`src/rtl/fft_frame_serializer.sv`:
```
`default_nettype none
// ============================================================================
// Module      : fft_frame_serializer
// Description : Captures a parallel FFT result frame in one cycle into one of
//               two ping-pong banks and streams it out one bin per cycle over
//               a valid/ready interface, optionally undoing bit-reversed order.
//               Frames arriving while both banks are full are dropped and
//               counted.
// Revision    : 1.0 - initial release
// ============================================================================
module fft_frame_serializer #(
    parameter int DATA_WIDTH     = 50,
    parameter int N_POINTS       = 8,
    parameter int BIT_REVERSE    = 1,
    parameter int DROP_CNT_WIDTH = 16
) (
    input  logic                        clk_i,
    input  logic                        rst_i,
    input  logic                        frame_valid_i,
    input  logic [DATA_WIDTH-1:0]       frame_i [0:N_POINTS-1],
    output logic                        frame_ready_o,
    output logic                        frame_drop_o,
    output logic [DROP_CNT_WIDTH-1:0]   drop_count_o,
    output logic                        m_valid_o,
    input  logic                        m_ready_i,
    output logic [DATA_WIDTH-1:0]       m_data_o,
    output logic [$clog2(N_POINTS)-1:0] m_index_o,
    output logic                        m_last_o
);

    localparam int IDX_W = $clog2(N_POINTS);
    localparam logic [IDX_W-1:0] C_LAST_IDX = IDX_W'(N_POINTS - 1);

    // Ping-pong frame storage; contents are never reset.
    logic [DATA_WIDTH-1:0]     bank_q [0:1][0:N_POINTS-1];

    logic                      wr_ptr_q, wr_ptr_d;
    logic                      rd_ptr_q, rd_ptr_d;
    logic [1:0]                count_q, count_d;
    logic [IDX_W-1:0]          idx_q, idx_d;
    logic                      drop_q, drop_d;
    logic [DROP_CNT_WIDTH-1:0] drop_cnt_q, drop_cnt_d;

    logic                      w_capture;
    logic                      w_drop;
    logic                      w_beat;
    logic                      w_last_beat;
    logic [IDX_W-1:0]          w_rd_addr;

    // Ready depends on the occupancy register only, so a frame offered while
    // both banks are full is dropped even if the last beat drains one bank
    // in that same cycle.
    assign frame_ready_o = (count_q < 2'd2);
    assign m_valid_o     = (count_q != 2'd0);

    assign w_capture   = frame_valid_i && frame_ready_o;
    assign w_drop      = frame_valid_i && !frame_ready_o;
    assign w_beat      = m_valid_o && m_ready_i;
    assign w_last_beat = w_beat && (idx_q == C_LAST_IDX);

    // Read address: either the bit-reversed bin index or the index itself.
    generate
        if (BIT_REVERSE != 0) begin : g_bitrev
            for (genvar b = 0; b < IDX_W; b++) begin : g_bit
                assign w_rd_addr[b] = idx_q[IDX_W-1-b];
            end
        end else begin : g_natural
            assign w_rd_addr = idx_q;
        end
    endgenerate

    // Stream outputs are zeroed whenever no bin is being presented.
    assign m_data_o     = m_valid_o ? bank_q[rd_ptr_q][w_rd_addr] : '0;
    assign m_index_o    = m_valid_o ? idx_q : '0;
    assign m_last_o     = m_valid_o && (idx_q == C_LAST_IDX);
    assign frame_drop_o = drop_q;
    assign drop_count_o = drop_cnt_q;

    // Next-state logic for pointers, occupancy, bin index and drop tracking.
    always_comb begin
        wr_ptr_d   = wr_ptr_q;
        rd_ptr_d   = rd_ptr_q;
        count_d    = count_q;
        idx_d      = idx_q;
        drop_d     = w_drop;
        drop_cnt_d = drop_cnt_q;

        if (w_capture) begin
            wr_ptr_d = ~wr_ptr_q;
        end

        if (w_last_beat) begin
            idx_d    = '0;
            rd_ptr_d = ~rd_ptr_q;
        end else if (w_beat) begin
            idx_d = idx_q + 1'b1;
        end

        if (w_capture && !w_last_beat) begin
            count_d = count_q + 2'd1;
        end else if (!w_capture && w_last_beat) begin
            count_d = count_q - 2'd1;
        end

        if (w_drop && (drop_cnt_q != {DROP_CNT_WIDTH{1'b1}})) begin
            drop_cnt_d = drop_cnt_q + 1'b1;
        end
    end

    // Control state registers with synchronous reset.
    always_ff @(posedge clk_i) begin
        if (rst_i) begin
            wr_ptr_q   <= 1'b0;
            rd_ptr_q   <= 1'b0;
            count_q    <= 2'd0;
            idx_q      <= '0;
            drop_q     <= 1'b0;
            drop_cnt_q <= '0;
        end else begin
            wr_ptr_q   <= wr_ptr_d;
            rd_ptr_q   <= rd_ptr_d;
            count_q    <= count_d;
            idx_q      <= idx_d;
            drop_q     <= drop_d;
            drop_cnt_q <= drop_cnt_d;
        end
    end

    // Whole-frame capture into the free bank.
    always_ff @(posedge clk_i) begin
        if (w_capture) begin
            for (int i = 0; i < N_POINTS; i++) begin
                bank_q[wr_ptr_q][i] <= frame_i[i];
            end
        end
    end

endmodule
`default_nettype wire
```
`config.mk`:
```
export PLATFORM = sky130hd
export DESIGN_NAME = fft_frame_serializer
export DESIGN_NICKNAME = d
export VERILOG_FILES = /design/src/rtl/fft_frame_serializer.sv
export SDC_FILE = /design/constraint.sdc
export NUM_CORES = 1
export LEC_CHECK = 0
export ABC_AREA = 1
export CORE_MARGIN = 1
export CORE_UTILIZATION = 30
export CTS_CLUSTER_SIZE = 28
export DETAILED_ROUTE_END_ITERATION = 16
export GPL_TIMING_DRIVEN = 1
export PLACE_DENSITY = 0.48
export SETUP_SLACK_MARGIN = 0.2
export SLEW_MARGIN = 20
export SYNTH_ARGS = -nofsm -noshare
export SYNTH_HDL_FRONTEND = slang
export SYNTH_SLANG_ARGS = --single-unit
```
`constraint.sdc`:
```
create_clock -name clk_i -period 28.5 [get_ports clk_i]
set_input_delay 7.125 -clock clk_i [delete_from_list [all_inputs] [get_ports clk_i]]
set_output_delay 7.125 -clock clk_i [all_outputs]
set_load 0.01 [all_outputs]
```
# ---- After elaboration in Yosys (flattened, before gate mapping)
# Memory sizes are Yosys's and may differ from the RTL's. A register that Yosys moved wholly into a read port is not among the register bits.
# Cells that the tools add are included.
dict set report totals {
  regBits 24
  mem_bits_rw 800
  inputBits 404
  output_inout_bits 73
  elab_cells 43
  n_memories 1
}
# memory words width read_ports rd_ports_with_merged_regs write_ports line_no
set mem_list {}
lappend mem_list {bank_q 2 400 1 1 1 35} ;# logic [DATA_WIDTH-1:0] bank_q [0:1][0:N_POINTS-1];
dict set report op_classes {
  n_addsub 4
  n_lt_le_gt_ge 2
  n_eq_ne 2
  mux 11
  bitwise 3
  reduce_logical 14
}
# operator count
set ops {}
lappend ops {{50-bit binary-select mux with 3-bit select} 1}
lappend ops {{50-bit two-way mux} 3}
lappend ops {{16-bit by 1-bit adder with 16-bit output, second input constant} 1}
lappend ops {{16-bit inequality test, second input constant} 1}
lappend ops {{1-bit logical AND} 8}
lappend ops {{4-bit >= comparator, second input constant} 1}
lappend ops {{1-bit two-way mux} 4}
lappend ops {{2-bit two-way mux} 2}
lappend ops {{3-bit NOT with 4-bit output} 1}
lappend ops {{2-bit nonzero test} 2}
lappend ops {{3-bit by 1-bit adder with 3-bit output, second input constant} 1}
lappend ops {{3-bit equality test, second input constant} 1}
lappend ops {{1-bit zero test} 3}
lappend ops {{3-bit two-way mux} 1}
lappend ops {{2-bit by 1-bit adder with 2-bit output, second input constant} 1}
lappend ops {{2-bit < comparator, second input constant} 1}
lappend ops {{1-bit NOT} 2}
lappend ops {{2-bit OR reduction} 1}
lappend ops {{2-bit by 1-bit subtractor with 2-bit output, second input constant} 1}

# ---- Longest topological paths before layout
# Gate-level depths: netlist (run 1).
dict set report logic_depth {
  word_depth 6
  ltp_mapped 10
  mapped_depth_nobuf 8
}

# ---- Least setup slack after synthesis (run 1)
# Ideal clock, no wire load.
dict set report synth_timing {
  kind {input to register}
  from {input frame_valid_i}
  to {memory bank_q[1][0] (netlist name), enable pin}
  setup_ps 1172
  t_arrival_ps 23788
  t_required_ps 27328
  slack_ps 3541
  cell_stages 2
  path_buffers 0
  cell_sequence {nand2_1 > nor2_1}
}
dict set report synth_via {
  elab_chain_cells 3
}
# item line_no
set synth_lines {}
lappend synth_lines {{from (decl)} 19} ;# input logic frame_valid_i,
lappend synth_lines {{1-bit logical AND} 56} ;# assign w_capture = frame_valid_i && frame_ready_o;
lappend synth_lines {{1-bit two-way mux} 131} ;# if (w_capture) begin
lappend synth_lines {{1-bit two-way mux (not written as such)} 133} ;# bank_q[wr_ptr_q][i] <= frame_i[i];
lappend synth_lines {{to (decl)} 35}
# Every way passes these cells.

==> impl_metrics.json, run 1 <==
{
  "outcome": "complete, no violations",
  "worstSkewPairLatency_ns": 0.67,
  "timing.final.hold_violations": 0,
  "finalCriticalPeriod_ns": 12.21,
  "fin_nets": 4157,
  "cp_cell_sequence": "buf_4 -> buf_4 -> buf_4 -> nand2_1 -> nand2_1 -> nand2_1 -> nand3_1 -> nand3_1 -> a21oi_1 -> clkdlybuf4s50_1",
  "ioPinCount": 477,
  "worst_pin_slew_ns": 1.14,
  "endpoint_kind": "primary output",
  "cp_slowest_cell": "buf_4",
  "vias": 24200,
  "drtPass1Iterations": 5,
  "die_width_um": 345,
  "synth_seq_cells": 825,
  "clk_path_buf_depth": 3,
  "synthToLayoutAreaGrowth_pct": 25.5,
  "dpl_cell_area_um2": 41100,
  "max_slew_margin": 0.241,
  "wirelength_um": 110000,
  "avgRoutedWirePerCell_um": 20.5,
  "ys_seq_area_frac": 0.697,
  "hp-start": "rd_ptr_q",
  "syn-instance-count": 3321,
  "routabilityCongestion": 0.789,
  "arrival_ns": 5.09,
  "yosys_warnings": 0,
  "post_cts_buffers": 0,
  "drv_slew": 0,
  "fin_area_um2": 44200,
  "core-area_um2": 116000,
  "holdPathStages": 2,
  "grt_use_total": 0.183,
  "hp-class": "flop to flop",
  "fin_util": 0.380,
  "cap_viol_max_count": 0,
  "ff_latch_area_um2": 24500,
  "grt-ovfl-total": 0,
  "syn_area_per_cell_um2": 10.6,
  "worstSetupPathType": "flop to primary output",
  "cts-resized-gates": 0,
  "antenna_found_initial": 38,
  "grt_max_degree": 190,
  "cts.clk_slew.worst_paths_ns": 0.06,
  "post-route-period-util": 0.428,
  "h-tree-depth": 3,
  "postCtsHoldBufs": 0,
  "grt_pass1_vias": 22900,
  "n_fill_cell": 11400,
  "fin_setup_tns_ns": 0,
  "numClockSinks": 825,
  "port_buffers": 476,
  "min_to": "rd_ptr_q",
  "initial_utilization": 0.303,
  "cts_tree": "done",
  "setup-violations-final": 0,
  "drive_gt1_frac": 0.0458,
  "r2r_cells": 5,
  "critPathMaxFanout": 71,
  "die_h_um": 345,
  "skew_ns": 0.0228,
  "power_density_nw_per_um2": 66.0,
  "numCtsBuffers": 97,
  "syn-num-nets": 3729,
  "max_stage_delay_ns": 0.76,
  "crit_required_ns": 21.38,
  "reg2reg_to": "bank_q[1][119]",
  "drtAntennaViolNets": 0,
  "fmax_mhz": 81.9,
  "vdd_drop_max_uv": 45.2,
  "multi_input_area_um2": 7960,
  "syn_area_um2": 35200,
  "first_iter_violations": 1611,
  "crit_path_start_kind": "flop",
  "cts_root_buf": "clkbuf_16",
  "avgViaCountPerCell": 4.51,
  "die_area_um2": 119000,
  "reg2reg_setup_slack_ns": 24.91,
  "rows": 125,
  "leakage_nw": 17.6,
  "grt_pass1_wl_um": 156000,
  "rsz0062_at_grt": "no",
  "r2r-start": "count_q[1]",
  "hpwl_um": 69300,
  "yosysUniqueCellTypes": 22,
  "route.detailed.drc": 0
}
==> layer usage <==
layer / up-vias / GRT usage / routed length [um]
met3: 146 / 0.0463 / 8390
met5: - / 0 / 162
met1: 11500 / 0.254 / 49100
met2: 656 / 0.281 / 50200
met4: 30 / 0.0528 / 2290
li1: 11800 / - / -
==> critical path, delay by kind of cell, from the launching register on <==
family / cells / cell delay, ns
flops: 1 / 0.60
buf+inv: 4 / 2.51
simple gates: 5 / 0.85
compound gates: 1 / 0.33
==> cell type report <==
cell class / count / area share
sequential: 825 / 0.556
timing repair buffer: 504 / 0.114
clock inverter: 55 / 0.0123
inverter: 424 / 0.0366
antenna: 20 / 0.00113
multi-input combinational: 1897 / 0.180
clock buffer: 115 / 0.0570
tap: 1524 / 0.0432
==> report_power, final <==
group	leakage (nW)	internal, W	switching, W
Clock	1.50	0.000709	0.000495
Combinational	8.46	0.000106	0.000161
Sequential	7.66	0.00143	0.0000186
==> state kept, by name, indices dropped and copies added (netlist names), named ones only <==
signal	cells
rd_ptr_q	1
frame_drop_o	1
idx_q	3
count_q	2
bank_q	800
drop_count_o	16
wr_ptr_q	1
==> synth_stat cells, drive strengths merged <==
cell	count	area [um2]
ha	4	50.1
nor3	3	15.0
a21oi	71	355
nand4	1	21.3
inv	422	1590
nand3b	1	7.51
clkinv	2	7.51
dfxtp	25	500
o21ai	6	30.0
clkbuf	41	154
nor2	46	183
xor2	1	8.76
buf	134	993
edfxtp	800	24000
nand2	1246	4680
nand3	518	2590
==> stage by stage <==
stage	setup WS [ns]	cells	hold slack, ns	total power [W]
after floorplan	3.54	3321	0.472	0.00163
after CTS	16.19	5344	0.511	0.00295
after global placement	16.97	5174	0.489	0.00174
final	16.29	5364	0.504	0.00292
after global routing	15.96	5356	0.560	0.00302
after detailed placement	16.94	5174	0.493	0.00174
==> cell usage in the layout, fill, tap and decap left out <==
cell type and instances:
clkinv_2 18, nand3_1 518, inv_12 1, nor2_2 4, clkinv_4 2, clkbuf_1 17
nor2_1 39, xor2_1 1, diode_2 20, clkinv_8 2, clkbuf_16 98, bufinv_16 9
buf_12 5, inv_1 419, clkinvlp_4 1, nand2_1 1246, nor3_1 3, ha_1 4
inv_16 1, o21ai_0 6, edfxtp_1 800, clkdlybuf4s50_1 476, clkinv_1 23, dfxtp_1 21
nand4_4 1, clkinv_16 1, nor2_4 3, inv_8 1, inv_4 1, a21oi_1 71
nand3b_1 1, buf_4 23, dfxtp_4 4
==> logic make-up (layout without fill, tap and decap cells) <==
family	count (synthesis)	in the layout	synth area share
simple gates	1815	1815	0.213
xor+xnor	1	1	0.000249
flops	825	825	0.697
other cells	0	20	0
fa+ha+maj	4	4	0.00142
buf+inv	599	1098	0.0779
compound gates	77	77	0.0109
==> worst max path at each step <==
stage / from / end / slack, ns / cells past startpoint
after global placement: flop / m_data_o[15] / 16.97 / 10
after floorplan: frame_valid_i / bank_q[1][0] / 3.54 / 2
after detailed placement: flop / m_data_o[22] / 16.94 / 10
final: flop / m_data_o[22] / 16.29 / 10
after global routing: flop / m_data_o[22] / 15.96 / 10
after CTS: flop / m_data_o[22] / 16.19 / 10
Note: power is estimated with default switching activity, not from simulation.
==> run 2: changes to the inputs <==
Clock period 28.5 ns to 11.7 ns, I/O delays scaled along.
==> run 2 against run 1 <==
Global-route usage grew 0.29 points. Power grew 140%. Register-to-register slack lost 16 ns.
==> impl_metrics.json, run 2 (synthesized netlist as in run 1, its figures left out) <==
{
  "rsz0062_at_grt": "no",
  "ioPinCount": 477,
  "die_h_um": 345,
  "cts_tree": "done",
  "max_slew_margin": 0.214,
  "r2r-start": "count_q[1]",
  "core-area_um2": 116000,
  "cp_top_family": "buffers and inverters",
  "final_cell_mix": "nand2_1, edfxtp_1, nand3_1, clkdlybuf4s50_1, inv_1",
  "regMostFlops": "bank_q",
  "initial_utilization": 0.303,
  "arrival_ns": 4.46,
  "synthToLayoutAreaGrowth_pct": 25.5,
  "power_density_nw_per_um2": 161,
  "routabilityCongestion": 0.797,
  "worst_pin_slew_ns": 1.18,
  "vdd_drop_max_uv": 111,
  "outcome": "complete, no violations",
  "clk_path_buf_depth": 3,
  "crit_path_start_kind": "flop",
  "max_stage_delay_ns": 0.83,
  "grt-ovfl-total": 0,
  "startpoint": "idx_q[2]",
  "grt_pass1_vias": 22900,
  "hp-start": "rd_ptr_q",
  "die_area_um2": 119000,
  "hpwl_um": 70500,
  "cts_root_buf": "clkbuf_16",
  "fmax_mhz": 135,
  "route.detailed.drc": 0,
  "post-route-period-util": 0.631,
  "cts-resized-gates": 0,
  "skew_ns": 0.0371,
  "grt_use_total": 0.186,
  "numClockSinks": 825,
  "grt_pass1_wl_um": 160000,
  "finalCriticalPeriod_ns": 7.39,
  "fin_nets": 4153,
  "cap_viol_max_count": 0,
  "cp_slowest_cell": "buf_4",
  "crit_required_ns": 8.78,
  "wirelength_um": 112000,
  "drive_gt1_frac": 0.0434,
  "drtPass1Iterations": 5,
  "h-tree-depth": 3,
  "crit_path_end": "m_data_o[20]",
  "cts.clk_slew.worst_paths_ns": 0.06,
  "endpoint_kind": "primary output",
  "path_depth": 7,
  "vias": 24100,
  "avgViaCountPerCell": 4.50,
  "port_buffers": 476,
  "critPathMaxFanout": 87,
  "fin_setup_tns_ns": 0,
  "die_width_um": 345,
  "final_common_cell": "nand2_1",
  "reg2reg_to": "bank_q[0][187]",
  "rows": 125,
  "cp_cell_sequence": "inv_8 -> buf_4 -> nand2_1 -> nand3_1 -> nand3_1 -> a21oi_1 -> clkdlybuf4s50_1",
  "leakage_nw": 17.6,
  "drv_slew": 0,
  "fin_area_um2": 44200,
  "first_iter_violations": 1750,
  "reg2reg_setup_slack_ns": 8.90,
  "hp-class": "flop to flop",
  "timing.final.hold_violations": 0,
  "worstSkewPairLatency_ns": 0.68,
  "n_fill_cell": 11400,
  "grt_max_degree": 166,
  "avgRoutedWirePerCell_um": 21.0,
  "worstSetupPathType": "flop to primary output",
  "drtAntennaViolNets": 0,
  "critPathBufInv": 3,
  "cpMostUsedCell": "nand3_1",
  "r2r_cells": 5,
  "largest_reg_flops": 800,
  "dpl_cell_area_um2": 41100,
  "postCtsHoldBufs": 0,
  "post_cts_buffers": 0,
  "setup-violations-final": 0,
  "antenna_found_initial": 38,
  "numCtsBuffers": 98
}
## run 2: cell count changes in the layout (fill, tap and decap cells not counted), moves of 3 or more
cell	delta
diode_2	-12
buf_4	-9
clkinv_2	-5
bufinv_16	-3
clkinv_1	+7
clkinv_16	+3
clkbuf_1	+7
buf_12	+4
## run 2: per-stage QoR
step                hold WS (ns)  utilization  total power, W  setup WS [ns]  cells
floorplan                  0.472            -         0.00392          -2.27   3321
global placement           0.496        0.353         0.00424           4.87   5169
detailed placement         0.507        0.353         0.00424           4.94   5169
CTS                        0.521        0.380         0.00720           4.19   5349
global route               0.526        0.380         0.00738           4.05   5351
finish                     0.521        0.380         0.00711           4.31   5357
## run 2: worst min-delay path by stage
stage	end	slack (ns)	cells past startpoint
floorplan	flop	0.47	2
global placement	rd_ptr_q	0.50	2
detailed placement	rd_ptr_q	0.51	2
CTS	rd_ptr_q	0.52	2
global route	rd_ptr_q	0.53	2
finish	rd_ptr_q	0.52	2
## run 2: report_power, final
group / switching (W) / total [W] / internal [W]
combinational: 0.000391 / 0.000650 / 0.000259
clock: 0.00126 / 0.00294 / 0.00169
sequential: 0.0000462 / 0.00352 / 0.00347
## run 2: area by class of cell
type,count,area (um2),area share
multi-input cells,1897,7960,0.180
inverters,424,1620,0.0366
clock inverters,57,539,0.0122
diodes,8,20.0,0.000453
clock buffers,123,2560,0.0578
repair buffers,499,5050,0.114
well taps,1524,1910,0.0432
flip-flops and latches,825,24500,0.555
## run 2: per-layer routing
metal  up-vias  global-route usage  routed length [um]
li1      11800                   -                   -
met1     11500               0.263               51500
met2       653               0.288               50900
met3       157              0.0441                7790
met4        34              0.0388                1930
met5         -                   0                 222
## run 2: worst min-delay path, cell delays in order (launching register included)
cell	delay [ns]
dfxtp_1	0.32
xor2_1	0.08
nor2_1	0.09
==> run 3: changes to the inputs <==
Settings changed: PLACE_DENSITY 0.48 to 0.5.
Clock period 11.7 ns to 6.32 ns, I/O delays scaled along.
==> run 3 against run 2 <==
Register-to-register slack worse by 5.8 ns. Flip-flop and latch count unchanged. Routed wire length down 1.5%. Power is 81% higher. Combinational power is 91% higher. Sequential share of layout area is essentially flat. Worst hold slack worse by 0.010 ns. Critical path depth up 2. Critical path type unchanged.
==> impl_metrics.json, run 3 (synthesized netlist as in run 1, its figures left out) <==
{
  "leakage_nw": 17.6,
  "vias": 24300,
  "max_stage_delay_ns": 0.66,
  "place_ws_ns": 1.58,
  "finalCriticalPeriod_ns": 5.65,
  "core-area_um2": 116000,
  "rows": 125,
  "arrival_ns": 4.07,
  "wl_met3_um": 7630,
  "cp_cell_sequence": "inv_16 -> buf_4 -> nand2_1 -> nand2_1 -> nand2_1 -> nand3_1 -> nand3_1 -> a21oi_1 -> clkdlybuf4s50_1",
  "fin_setup_tns_ns": 0,
  "critPathMaxFanout": 236,
  "top_layer": "met5",
  "drv_slew": 0,
  "wirelength_um": 111000,
  "cpMostUsedCell": "nand2_1",
  "die_h_um": 345,
  "post_cts_buffers": 0,
  "antenna_found_initial": 40,
  "worstSkewPairLatency_ns": 0.68,
  "cap_viol_max_count": 0,
  "port_buffers": 476,
  "critPathBufInv": 3,
  "grt-ovfl-total": 0,
  "route.detailed.drc": 0,
  "hpwl_um": 71700,
  "drtPass1Iterations": 6,
  "avgViaCountPerCell": 4.53,
  "regMostFlops": "bank_q",
  "cp_slowest_cell": "clkdlybuf4s50_1",
  "numCtsBuffers": 94,
  "stdcell_count": 5373,
  "synthToLayoutAreaGrowth_pct": 25.5,
  "grt_pass1_wl_um": 156000,
  "avgRoutedWirePerCell_um": 20.6,
  "drtAntennaViolNets": 0,
  "fin_util": 0.380,
  "fin_nets": 4165,
  "worst_pin_slew_ns": 1.47,
  "max_slew_margin": 0.0197,
  "largest_reg_flops": 800,
  "final_common_cell": "nand2_1",
  "postCtsHoldBufs": 0,
  "outcome": "complete, no violations",
  "drive_gt1_frac": 0.0475,
  "cts_tree": "done",
  "grt_use_total": 0.183,
  "cp_top_family": "buffers and inverters",
  "routabilityCongestion": 0.835,
  "power_density_nw_per_um2": 292,
  "endpoint_kind": "primary output",
  "crit_path_start_kind": "flop",
  "cts-resized-gates": 0,
  "die_width_um": 345,
  "wl_met1_um": 51200,
  "rsz0062_at_grt": "no",
  "final_cell_mix": "nand2_1, edfxtp_1, nand3_1, clkdlybuf4s50_1, inv_1",
  "worstSetupPathType": "flop to primary output",
  "hp-class": "flop to flop",
  "timing.final.hold_violations": 0,
  "n_fill_cell": 11200,
  "clk_path_buf_depth": 3,
  "h-tree-depth": 3,
  "cts_root_buf": "clkbuf_16",
  "met2_length_um": 49200,
  "power.total_w": 0.0129,
  "numClockSinks": 825,
  "crit_required_ns": 4.74,
  "dp.cells": 5185,
  "skew_ns": 0.0296,
  "initial_utilization": 0.303,
  "post-route-period-util": 0.893,
  "vdd_drop_max_uv": 197,
  "first_iter_violations": 1891,
  "die_area_um2": 119000,
  "setup_ws_ns": 0.674,
  "grt_pass1_vias": 22700,
  "grt_max_degree": 237,
  "ioPinCount": 477,
  "setup-violations-final": 0,
  "cts.clk_slew.worst_paths_ns": 0.06,
  "fmax_mhz": 177
}
==> run 3: changes by cell type in the layout (fill, tap and decap cells not counted), moves of 2 or more <==
cell and delta:
clkinv_2 +4, clkbuf_16 -3, clkbuf_1 +2, bufinv_16 -2, buf_12 +5, clkinvlp_4 +3
clkinv_1 -8, diode_2 +7, buf_4 +11, clkinv_16 -3
==> run 3: path summary, 6_finish.rpt <==
kind | slack (ns) | endpoint | cells after the start | startpoint
worst max register to register | 3.06 | count_q[1] | 9 | idx_q[1]
worst min register to register | 0.51 | rd_ptr_q | 2 | rd_ptr_q
worst max-delay path | 0.67 | m_data_o[39] | 9 | flop
worst min-delay path | 0.51 | rd_ptr_q | 2 | rd_ptr_q
==> run 3: final cells by class <==
class / instances / area, um2 / area share
tap: 1524 / 1910 / 0.0431
antenna: 15 / 37.5 / 0.000849
multi-input combinational: 1897 / 7980 / 0.181
inverter: 424 / 1620 / 0.0366
clock buffer: 121 / 2470 / 0.0560
timing repair buffer: 515 / 5230 / 0.118
clock inverter: 52 / 410 / 0.00929
sequential: 825 / 24500 / 0.555
==> run 3: metrics by stage <==
| stage | instance area [um2] | hold slack (ns) |
|---|---|---|
| 6_report | 44200 | 0.510 |
| 5_1_grt | 44200 | 0.566 |
| 4_1_cts | 44200 | 0.509 |
| 3_5_place_dp | 41300 | 0.491 |
| 3_3_place_gp | 41300 | 0.485 |
| 2_1_floorplan | 35200 | 0.472 |
==> run 3: worst min-delay path: cells and delay by family (launching register included) <==
family        cells  cell delay (ns)
xor+xnor          1             0.08
flops             1             0.32
simple gates      1             0.07
==> run 3: layer usage <==
layer  global-route usage  vias up
li1                     -    11800
met1                0.262    11600
met2                0.273      736
met3               0.0410      162
met4               0.0562       34
met5                    0        -
==> run 3: report_power, final <==
part | switching, W | internal, W
Combinational | 0.000748 | 0.000495
Clock | 0.00222 | 0.00293
Sequential | 0.0000801 | 0.00643
Total | 0.00305 | 0.00985
